<file path="src/rtl/ascii_number_receiver.sv">
// ASCII decimal line receiver: pops characters from a FWFT RX FIFO and reports the
// value or an error when CR/LF ends the line. Optional echo path: ASCII_RX_ECHO_EN.
module ascii_number_receiver #(
    parameter int WIDTH      = 8,
    parameter int MAX_DIGITS = 3
) (
    input  logic                                 clk,
    input  logic                                 reset_n,
    input  logic [7:0]                           r_data,
    input  logic                                 rx_empty,
    output logic                                 rd_uart,
    input  logic                                 enable,
    input  logic                                 clear,
    output logic [WIDTH-1:0]                     value,
    output logic                                 value_valid,
    output logic                                 error,
    output logic [$clog2(MAX_DIGITS+1)-1:0]      digit_count
`ifdef ASCII_RX_ECHO_EN
    ,
    input  logic                                 echo_full,
    output logic [7:0]                           echo_data,
    output logic                                 echo_wr
`endif
);
    localparam int CW = $clog2(MAX_DIGITS + 1);
    localparam int AW = WIDTH + 4;
    localparam logic [AW-1:0] MAX_VAL = {4'b0000, {WIDTH{1'b1}}};

    typedef enum logic {IDLE, DECODE} state_t;

    state_t          state, state_n;
    logic [7:0]      char_q, char_n;
    logic [AW-1:0]   acc, acc_n, sum;
    logic [CW-1:0]   cnt_n;
    logic            ovf, ovf_n, bad, bad_n;
    logic [WIDTH-1:0] value_n;
    logic            value_valid_n, error_n;
    logic            is_digit, is_term;

    always_ff @(posedge clk or negedge reset_n) begin
        if (!reset_n) begin
            state       <= IDLE;
            char_q      <= '0;
            acc         <= '0;
            digit_count <= '0;
            ovf         <= 1'b0;
            bad         <= 1'b0;
            value       <= '0;
            value_valid <= 1'b0;
            error       <= 1'b0;
        end else begin
            state       <= state_n;
            char_q      <= char_n;
            acc         <= acc_n;
            digit_count <= cnt_n;
            ovf         <= ovf_n;
            bad         <= bad_n;
            value       <= value_n;
            value_valid <= value_valid_n;
            error       <= error_n;
        end
    end

    assign is_digit = (char_q >= 8'h30) && (char_q <= 8'h39);
    assign is_term  = (char_q == 8'h0D) || (char_q == 8'h0A);
    // acc never exceeds MAX_VAL, so the product cannot wrap in WIDTH+4 bits
    assign sum      = acc * AW'(10) + AW'(char_q - 8'h30);

    always_comb begin
        state_n       = state;
        rd_uart       = 1'b0;
        char_n        = char_q;
        acc_n         = acc;
        cnt_n         = digit_count;
        ovf_n         = ovf;
        bad_n         = bad;
        value_n       = value;
        value_valid_n = 1'b0;
        error_n       = 1'b0;
        if (clear) begin
            state_n = IDLE;
            acc_n   = '0;
            cnt_n   = '0;
            ovf_n   = 1'b0;
            bad_n   = 1'b0;
        end else begin
            case (state)
                IDLE: begin
                    if (enable && !rx_empty) begin
                        char_n  = r_data;
                        rd_uart = 1'b1;
                        state_n = DECODE;
                    end
                end
                DECODE: begin
                    state_n = IDLE;
                    if (is_digit) begin
                        if (digit_count < CW'(MAX_DIGITS)) begin
                            cnt_n = digit_count + CW'(1);
                            if (sum > MAX_VAL) begin
                                ovf_n = 1'b1;
                                acc_n = MAX_VAL;
                            end else begin
                                acc_n = sum;
                            end
                        end else begin
                            ovf_n = 1'b1;
                        end
                    end else if (is_term) begin
                        // empty line with no junk is silently ignored
                        if (digit_count != '0 || bad) begin
                            if (ovf || bad) begin
                                error_n = 1'b1;
                            end else begin
                                value_n       = acc[WIDTH-1:0];
                                value_valid_n = 1'b1;
                            end
                        end
                        acc_n = '0;
                        cnt_n = '0;
                        ovf_n = 1'b0;
                        bad_n = 1'b0;
                    end else begin
                        bad_n = 1'b1;
                    end
                end
                default: state_n = IDLE;
            endcase
        end
    end

`ifdef ASCII_RX_ECHO_EN
    // echo is best effort: a full TX FIFO drops the byte rather than stalling parsing
    assign echo_data = char_q;
    assign echo_wr   = (state == DECODE) && !echo_full && !clear;
`endif

endmodule

</file>
<file path="config.mk">
export PLATFORM = sky130hd
export DESIGN_NAME = ascii_number_receiver
export DESIGN_NICKNAME = d
export VERILOG_FILES = /design/src/rtl/ascii_number_receiver.sv
export SDC_FILE = /design/constraint.sdc
export NUM_CORES = 1
export LEC_CHECK = 0
export CELL_PAD_IN_SITES_DETAIL_PLACEMENT = 0
export CELL_PAD_IN_SITES_GLOBAL_PLACEMENT = 1
export CORE_MARGIN = 5
export CORE_UTILIZATION = 45
export CTS_BUF_LIST = sky130_fd_sc_hd__clkbuf_4 sky130_fd_sc_hd__clkbuf_8
export CTS_CLUSTER_SIZE = 12
export DETAILED_ROUTE_END_ITERATION = 7
export DONT_BUFFER_PORTS = 1
export PLACE_DENSITY_LB_ADDON = 0.3
export SLEW_MARGIN = 20
export SYNTH_ARGS = -nofsm -noshare
export SYNTH_HDL_FRONTEND = slang
export SYNTH_SLANG_ARGS = --single-unit
</file>
<file path="constraint.sdc">
create_clock -name clk -period 12 [get_ports clk]
set_clock_uncertainty 0.2 [all_clocks]
set_input_delay 2.4 -clock clk [delete_from_list [all_inputs] [get_ports clk]]
set_output_delay 2.4 -clock clk [all_outputs]
set_load 0.03 [all_outputs]
</file>
# ---- Yosys cells after proc, flatten, opt, wreduce, memory -nomap -nowiden
# Index checks and enable logic that the tools add are counted.
dict set report classes {
  bitwise_logic 4
  eq_ne 5
  mul 1
  n_lt_le_gt_ge 4
  reduce_logical 14
  muxes 38
  n_addsub 3
}
# cell n
set ops {}
lappend ops {{two-way mux 12 bit} 6}
lappend ops {{two-way mux 1 bit} 26}
lappend ops {{== test 8 x 4 -> 1 bit (second input constant)} 2}
lappend ops {{adder 12 bit} 1}
lappend ops {{greater-than comparator 12 x 8 -> 1 bit (second input constant)} 1}
lappend ops {{multiplier 12 x 3 -> 11 bit (second input constant)} 1}
lappend ops {{two-way mux 2 bit} 5}
lappend ops {{AND reduction 3 bit} 3}
lappend ops {{subtractor 8 x 6 -> 9 bit (second input constant)} 1}
lappend ops {{>= comparator 8 x 6 -> 1 bit (second input constant)} 1}
lappend ops {{less-or-equal comparator 8 x 6 -> 1 bit (second input constant)} 1}
lappend ops {{AND reduction 6 bit} 1}
lappend ops {{inequality test 4 x 3 -> 1 bit (second input constant)} 1}
lappend ops {{NOT 1 bit} 4}
lappend ops {{nonzero test 2 bit} 2}
lappend ops {{logical OR 1 bit} 3}
lappend ops {{inequality test 3 x 2 -> 1 bit (second input constant)} 1}
lappend ops {{nonzero test 3 bit} 1}
lappend ops {{adder 2 x 1 -> 2 bit (second input constant)} 1}
lappend ops {{logical AND 1 bit} 2}
lappend ops {{less-than comparator 2 bit (second input constant)} 1}
lappend ops {{inequality test 2 bit (second input constant)} 1}
lappend ops {{one-hot mux 1 bit (2 select lines)} 1}
lappend ops {{AND reduction 2 bit} 1}
lappend ops {{logical NOT 1 bit} 1}
dict set report totals {
  output_inout_bits 13
  ff_bits 35
  word_cells 78
  inputBits 13
}

# ---- Longest topological paths before layout
# Gate-level depths: netlist (run 1).
dict set report depth {
  depth_word 8
  mapped_depth 15
  ltp_nobuf 15
}

# ---- Worst setup path before layout (run 1)
# No wires, ideal clock.
dict set report synth_timing {
  path_kind {input port to output port}
  from {input clear}
  to {output rd_uart}
  slack_ns 6.088
  path_buffers 1
  required_ns 9.400
  path_stages 2
  t_arrival_ns 3.312
  cell_sequence {nor4b_1 clkbuf_1}
}
dict set report synth_via {
  elab_chain_cells 1
}
# item line
set synth_rtl {}
lappend synth_rtl {{start: declaration} 13} ;# input logic clear,
lappend synth_rtl {{two-way mux 1 bit} 80} ;# if (clear) begin
lappend synth_rtl {{end: declaration} 11} ;# output logic rd_uart,
# Every way passes these cells.

# ---- Worst setup path in the final report (run 1)
# Ends and elaborated chain as after synthesis.

==> results of run 1 <==
## power groups by stage
| stage | sequential [µW] | combinational, µW | clock (µW) |
|---|---|---|---|
| finish | 133 | 82.4 | 128 |
| global route | 135 | 91.9 | 138 |
| CTS | 133 | 82.7 | 131 |
| detailed placement | 135 | 82.3 | 0 |
| global placement | 135 | 82.4 | 0 |
| floorplan | 132 | 66.3 | 0 |
## cells in the mapped netlist (all sizes together) (5+ instances only)
cell type / n / share of area
inv: 11 / 0.017
a22oi: 9 / 0.028
nor3: 5 / 0.010
mux2: 16 / 0.087
xor2: 6 / 0.022
dfrtp: 34 / 0.35
nand2: 7 / 0.014
xnor2: 10 / 0.036
o21ai: 6 / 0.012
a21o: 8 / 0.025
nor2: 11 / 0.020
ha: 29 / 0.15
a21oi: 15 / 0.032
nand3: 9 / 0.019
## cell type report
type / instances / area [µm²] / area share
clock buffer: 5 / 68.8 / 0.0260
tap: 70 / 87.6 / 0.0331
multi-input combinational: 177 / 1520 / 0.575
clock inverter: 3 / 68.8 / 0.0260
sequential: 34 / 851 / 0.322
timing repair buffer: 1 / 7.51 / 0.00284
inverter: 11 / 41.3 / 0.0156
## per-stage QoR
stage	util	area, µm²	total power [µW]	cells	hold slack, ns
floorplan	-	2430	198	226	0.258
global route	0.511	2650	364	301	0.350
finish	0.511	2650	343	301	0.317
detailed placement	0.485	2510	217	293	0.300
CTS	0.511	2650	346	301	0.320
global placement	0.485	2510	217	293	0.284
## sequential cells by signal, indices dropped and copies added (netlist names)
signal,cells
value_valid,1
digit_count,2
acc,11
state,1
bad,1
ovf,1
error,1
char_q,8
value,8
## kinds of logic after synthesis
family / Yosys count / share of synthesized area
fa+ha+maj: 31 / 0.166
buf+inv: 15 / 0.0268
simple gates: 52 / 0.123
flops: 34 / 0.350
mux: 16 / 0.0865
xor+xnor: 16 / 0.0577
compound gates: 62 / 0.190
## path summary, 6_finish.rpt
path / from / to / slack [ns] / cells after the start
max: clear / rd_uart / 6.47 / 2
min reg2reg: acc[10] / acc[10] / 0.32 / 1
max in group asynchronous: reset_n / value[3] / 9.91 / 0
max reg2reg: acc[1] / acc[7] / 7.77 / 14
min: acc[10] / acc[10] / 0.32 / 1
min in group asynchronous: reset_n / char_q[2] / 1.60 / 0
## per-layer routing
layer | global-route usage | vias up | wire (µm)
met5 | 0 | - | 0
met3 | 0.0365 | 2 | 183
li1 | - | 862 | -
met1 | 0.215 | 773 | 2470
met2 | 0.219 | 28 | 2090
met4 | 0.0219 | 0 | 13
==> results.toml, run 1 <==
[pwr]
power.density_mw_per_mm2 = 130
comb_power_share = 0.240
switching_share = 0.301
clkPwrFrac = 0.372
p_leak_uw = 0.00141
p_int_uw = 240
p_seq_frac = 0.387
peakVddDrop_mv = 0.0923
p_switching_uw = 103

[route]
vias = 1665
drt_iter0_drc = 75
routedWlPerCell_um = 15.8
postRouteAntennaNets = 0
wl_um = 4760
drcViolationCount = 0
viasPerCell = 5.53
dr.pass1.iters = 4

[critical_path]
arrival_ns = 2.93
slowest_stage = "buf_4"
cpPeakStageDelay_ns = 0.27
crit_buf_inv = 1
crit_path_end_kind = "output port"
cp.required_ns = 9.40
path_class = "in2out"
cp_cell_sequence = "nor4b_2 > buf_4"
cp_max_fo = 12
cp-start-kind = "input port"
critPathTopFamily = "buffers and inverters"

[grt]
grtUsageTotal = 0.146
grt_pass1_wl_um = 8400
grt_antenna_before_repair = 0
grt_max_degree = 35
grt_pass1_vias = 1682
grt_overflow = 0

[logic_synthesis]
synth_nets = 270
synth_warnings = 0
ys_async_sr_fraction = 1.00
synthCells = 226
synth-edff-count = 0
ys.flop_type = "dfrtp_1"
synth_area_mm2 = 0.00243
synth.ff_latch_count = 34
yosysUniqueCellTypes = 53
ys_seq_area_frac = 0.350
syn-mean-instance-area_um2 = 10.8

[die]
die_area_mm2 = 0.00697
die_w_um = 83.5
ios = 26
initial_core_util = 0.470
die_h_um = 83.5
rows = 26
fp.coreArea_mm2 = 0.00517

[cts]
worstSkewPairLatency_ns = 0.29
clockBufferDepth = 2
cts_tree = "done"
cts_sinks = 34
clockRootBuffer = "clkbuf_8"
cts_htree_levels = 2
postCtsResizedCells = 0
postCtsHoldBufs = 0
numCtsBuffers = 5
cts.reportedPaths.clkPinSlew_ns = 0.07
post-cts-setup-buffers = 0

[timing]
rsz0062_at_grt = "false"
setup_viol = 0
layout_setup_ws_ns = 6.47
hold_violations = 0
drv_slew = 0
max_freq_mhz = 181
setup_tns_ns = 0
max_slew_margin = 0.423
tightest_slew_ns = 0.866
post-route-period-util = 0.461
period_needed_ns = 5.53

[placement]
dpl.hpwl_um = 3770
numPortBuffers = 0
place_congestion = 0.822
place_ws_ns = 6.47

[worst_hold_path]
min_path_type = "reg2reg"

[layout]
drive_above_1_share = 0.152
fill_cells = 454
area_growth_pct = 8.86
n_antenna_cell = 0
layout.nets = 274
layout_common_cells = "dfrtp_1 (34), ha_1 (29), a21oi_1 (14)"
layout_commonest_cell = "dfrtp_1"

[outcome]
status = "finished clean"

[run]
cap_violations = 0
No activity file was read; power rests on OpenSTA's default activity.
==> run 2, diff against run 1 <==
==> constraint.sdc (replaced) <==
create_clock -name clk -period 5.15 [get_ports clk]
set_clock_uncertainty 0.2 [all_clocks]
set_input_delay 1.03 -clock clk [delete_from_list [all_inputs] [get_ports clk]]
set_output_delay 1.03 -clock clk [all_outputs]
set_load 0.03 [all_outputs]
==> results.toml, run 2 (synthesis gave the netlist of run 1 again) <==
[outcome]
status = "finished clean"

[pwr]
peakVddDrop_mv = 0.175
p_leak_uw = 0.00139
power.density_mw_per_mm2 = 272

[route]
wl_met3_um = 179
dr.pass1.iters = 4
postRouteAntennaNets = 0
drt_iter0_drc = 71
wl_um = 4740
viasPerCell = 5.66
drcViolationCount = 0
routedWlPerCell_um = 15.8
dr.max_layer_used = "met4"
met2_length_um = 2070
met1_length_um = 2460
vias = 1705

[die]
die_area_mm2 = 0.00697
rows = 26
ios = 26
initial_core_util = 0.470
die_w_um = 83.5
fp.coreArea_mm2 = 0.00517
die_h_um = 83.5

[critical_path]
arrival_ns = 4.07
cp_cell_sequence = "ha_1 > ha_1 > fa_1 > a21oi_1 > nor2_1 > nor2_1 > xnor2_1 > ha_1 > a2111o_1 > a21o_1 > and3_1 > a311o_1 > o31ai_4 > nand3_1"
cp_max_fo = 8
cp-start-kind = "flop"
path_class = "reg2reg"
slowest_stage = "dfrtp_1"
cp.required_ns = 5.10
cpPeakStageDelay_ns = 0.46
cpMostUsedCell = "ha_1"
reg2regPathDepth = 14
crit_path_end_kind = "flop"

[cts]
cts.reportedPaths.clkPinSlew_ns = 0.07
post-cts-setup-buffers = 0
clockRootBuffer = "clkbuf_8"
postCtsHoldBufs = 0
cts_sinks = 34
cts_htree_levels = 2
numCtsBuffers = 5
worstSkewPairLatency_ns = 0.28
cts_tree = "done"
clockBufferDepth = 2
postCtsResizedCells = 0

[grt]
grtUsageTotal = 0.148
grt_pass1_vias = 1698
grt_antenna_before_repair = 0
grt_max_degree = 35
grt_pass1_wl_um = 8610
grt_overflow = 0

[timing]
max_slew_margin = 0.418
hold_slack_ns = 0.233
hold_violations = 0
setup_tns_ns = 0
max_freq_mhz = 243
rsz0062_at_grt = "false"
tightest_slew_ns = 0.873
drv_slew = 0
setup_viol = 0
period_needed_ns = 4.12
post-route-period-util = 0.800

[worst_hold_path]
min_path_type = "in2async"

[placement]
numPortBuffers = 0
dpl.hpwl_um = 3740
place_congestion = 0.857

[layout]
drive_above_1_share = 0.152
layout_common_cells = "dfrtp_1 (34), ha_1 (29), a21oi_1 (14)"
reg.largest.list = "acc: 11 flops, char_q: 8 flops, value: 8 flops"
area_growth_pct = 7.11
largest_reg_flops = 11
layout.nets = 274
n_antenna_cell = 0
layout_commonest_cell = "dfrtp_1"
top_register = "acc"

[run]
cap_violations = 0
-- run 2: changes by cell type in the layout (fill, tap and decap cells not counted), sizes merged --
cell	previous run	this run
clkinvlp	0	1
clkbuf	5	6
bufinv	2	0
-- run 2: layout make-up --
class,instances,area (µm²)
fill,453,2570
multi-input combinational,177,1520
sequential,34,851
tap,70,87.6
clock buffer,6,82.6
inverter,11,41.3
clock inverter,2,12.5
timing repair buffer,1,7.51
-- run 2: worst max-delay path: cells and delay by family, from the launching register on --
family,cells,cell delay [ns]
adder cells (fa/ha/maj),4,1.27
AND/OR/NAND/NOR,4,0.48
AO/OA/AOI/OAI,5,1.43
XOR/XNOR,1,0.14
flip-flops,1,0.46
-- run 2: routing by layer --
| metal | vias up | GRT usage |
|---|---|---|
| met4 | 0 | 0.0307 |
| met5 | - | 0 |
| li1 | 859 | - |
| met3 | 5 | 0.0405 |
| met2 | 28 | 0.227 |
| met1 | 813 | 0.209 |
-- run 2: power breakdown --
part           switching (µW)  total, µW  leakage, µW  internal, µW
Sequential               27.1        310     0.000458           283
Combinational             110        192     0.000887          82.2
Clock                    97.2        205    0.0000472           107
Total                     235        707      0.00139           472
-- run 2: worst paths after layout --
path                             endpoint  startpoint  slack [ns]
max in group asynchronous          acc[8]     reset_n        4.43
min in group clk                   acc[9]      acc[9]        0.29
worst max-delay path               acc[5]      acc[1]        1.03
worst max register to register     acc[5]      acc[1]        1.03
worst min-delay path            char_q[2]     reset_n        0.23
worst min register to register     acc[9]      acc[9]        0.29
-- run 2: metrics by stage --
stage / instance area [µm²] / utilization / setup WS, ns / instances / power [µW]
after global routing: 2600 / 0.503 / 0.741 / 301 / 765
after global placement: 2510 / 0.485 / 1.10 / 293 / 510
after detailed placement: 2510 / 0.485 / 1.04 / 293 / 509
final: 2600 / 0.503 / 1.03 / 301 / 707
after floorplan: 2430 / - / 1.34 / 226 / 462
after CTS: 2600 / 0.503 / 1.03 / 301 / 716
==> run 3, diff against run 2 <==
==> constraint.sdc (replaced) <==
create_clock -name clk -period 3.46 [get_ports clk]
set_clock_uncertainty 0.2 [all_clocks]
set_input_delay 0.692 -clock clk [delete_from_list [all_inputs] [get_ports clk]]
set_output_delay 0.692 -clock clk [all_outputs]
set_load 0.03 [all_outputs]
==> results.toml, run 3 (synthesis gave the netlist of run 1 again) <==
[route]
routedWlPerCell_um = 16.7
wl_um = 5590
postRouteAntennaNets = 0
viasPerCell = 5.56
vias = 1864
drcViolationCount = 0
drt_iter0_drc = 119
dr.pass1.iters = 4

[layout]
largest_reg_flops = 11
n_antenna_cell = 0
design_area_mm2 = 0.00306
drive_above_1_share = 0.328
area_growth_pct = 25.8
fill_cells = 430
layout.nets = 308
layout_common_cells = "dfrtp_1 (33), buf_4 (33), ha_1 (24)"
top_register = "acc"
final_cells = 335
reg.largest.list = "acc: 11 flops, char_q: 8 flops, value: 8 flops"

[die]
ios = 26
die_area_mm2 = 0.00697
rows = 26
die_w_um = 83.5
fp.coreArea_mm2 = 0.00517
die_h_um = 83.5
initial_core_util = 0.470

[timing]
drv_slew = 0
tightest_slew_ns = 0.490
rsz0062_at_grt = "true"
period_needed_ns = 3.72
setup_tns_ns = -2.15
max_freq_mhz = 269
post-route-period-util = 1.07
setup_viol = 9
hold_violations = 0
max_slew_margin = 0.673
layout_setup_ws_ns = -0.259
hold_slack_ns = 0.0310

[pwr]
clkPwrFrac = 0.352
power.density_mw_per_mm2 = 424
p_leak_uw = 0.00162
p_seq_frac = 0.354
p_int_uw = 910
switching_share = 0.299
p_switching_uw = 387
peakVddDrop_mv = 0.203
fin_total_pwr_uw = 1300
comb_power_share = 0.294

[grt]
grt_pass1_wl_um = 9250
grtUsageTotal = 0.165
grt_max_degree = 35
grt_antenna_before_repair = 0
grt_overflow = 0
grt_pass1_vias = 1909

[critical_path]
cp.depth = 15
cp_cell_sequence = "ha_4 > ha_4 > fa_2 > a21oi_2 > nor2_1 > nor2_2 > xnor2_1 > ha_1 > a2111o_1 > a21o_1 > and3_4 > a311o_1 > o31ai_4 > buf_6 > nand3_1"
slowest_stage = "dfrtp_1"
r2r_start = "acc[3]"
startpoint = "acc[3]"
cpPeakStageDelay_ns = 0.41
crit_path_end_kind = "flop"
cp-start-kind = "flop"
critPathTopFamily = "compound AO/OA/AOI/OAI gates"
cpMostUsedCell = "ha_4"
arrival_ns = 3.68
cp.required_ns = 3.42
cp_max_fo = 6
path_class = "reg2reg"
reg2regPathDepth = 15
crit_buf_inv = 1

[run]
cap_violations = 0

[cts]
cts_sinks = 34
clockBufferDepth = 2
worstSkewPairLatency_ns = 0.29
cts_htree_levels = 2
clockRootBuffer = "clkbuf_8"
numCtsBuffers = 5
cts_tree = "done"
cts.reportedPaths.clkPinSlew_ns = 0.07

[worst_hold_path]
min_path_type = "in2async"

[placement]
numPortBuffers = 0
dpl.hpwl_um = 4160
dp_cells = 320
dpl_cell_area_mm2 = 0.00272
place_congestion = 0.829

[outcome]
status = "complete, but fails checks"
violations = "setup timing"
## run 3: cell count changes in the layout (fill, tap and decap cells not counted), moves of 2 or more
cell       delta
nand3_2       +3
a21oi_1       -3
ha_4          +5
nand3_1       -3
a21oi_2       +3
ha_1          -5
bufinv_16     +2
buf_4        +32
## run 3: path summary, 6_finish.rpt
check | endpoint | slack (ns)
max in group asynchronous | acc[2] | 2.84
max reg2reg | acc[1] | -0.26
min | acc[5] | 0.03
min in group clk | ovf | 0.26
min reg2reg | acc[9] | 0.30
max | acc[1] | -0.26
## run 3: power by group through the flow
stage,Combinational (µW),Sequential [µW],Clock (µW)
finish,381,459,456
global route,421,464,493
CTS,366,459,464
detailed placement,337,466,0
global placement,333,465,0
floorplan,230,457,0
## run 3: per-layer routing
| layer | track usage | vias up | routed length (µm) |
|---|---|---|---|
| met4 | 0.0497 | 0 | 86 |
| met3 | 0.0454 | 6 | 175 |
| met1 | 0.228 | 900 | 2770 |
| met5 | 0 | - | 0 |
| li1 | - | 928 | - |
| met2 | 0.252 | 30 | 2560 |
## run 3: final cells by class
type                       count  area (µm²)  area share
sequential                    34         852       0.279
inverter                      11        41.3      0.0135
clock inverter                 2        60.1      0.0196
timing repair buffer          35         279      0.0912
clock buffer                   6        82.6      0.0270
tap                           70        87.6      0.0286
multi-input combinational    177        1660       0.541
## run 3: stage by stage
stage,setup WS [ns],util
5_1_grt,-0.419,0.591
3_5_place_dp,-0.446,0.526
3_3_place_gp,-0.377,0.526
6_report,-0.259,0.591
4_1_cts,-0.255,0.579
2_1_floorplan,-0.334,-
## run 3: repair_timing
item,4_1_cts,5_1_grt
hold buffers,1,0
hold endpoints to repair,34,0
pin swaps,12,4
cloned,0,0
resized for setup,14,7
buffers inserted,4,2
endpoints found under the setup margin,9,9
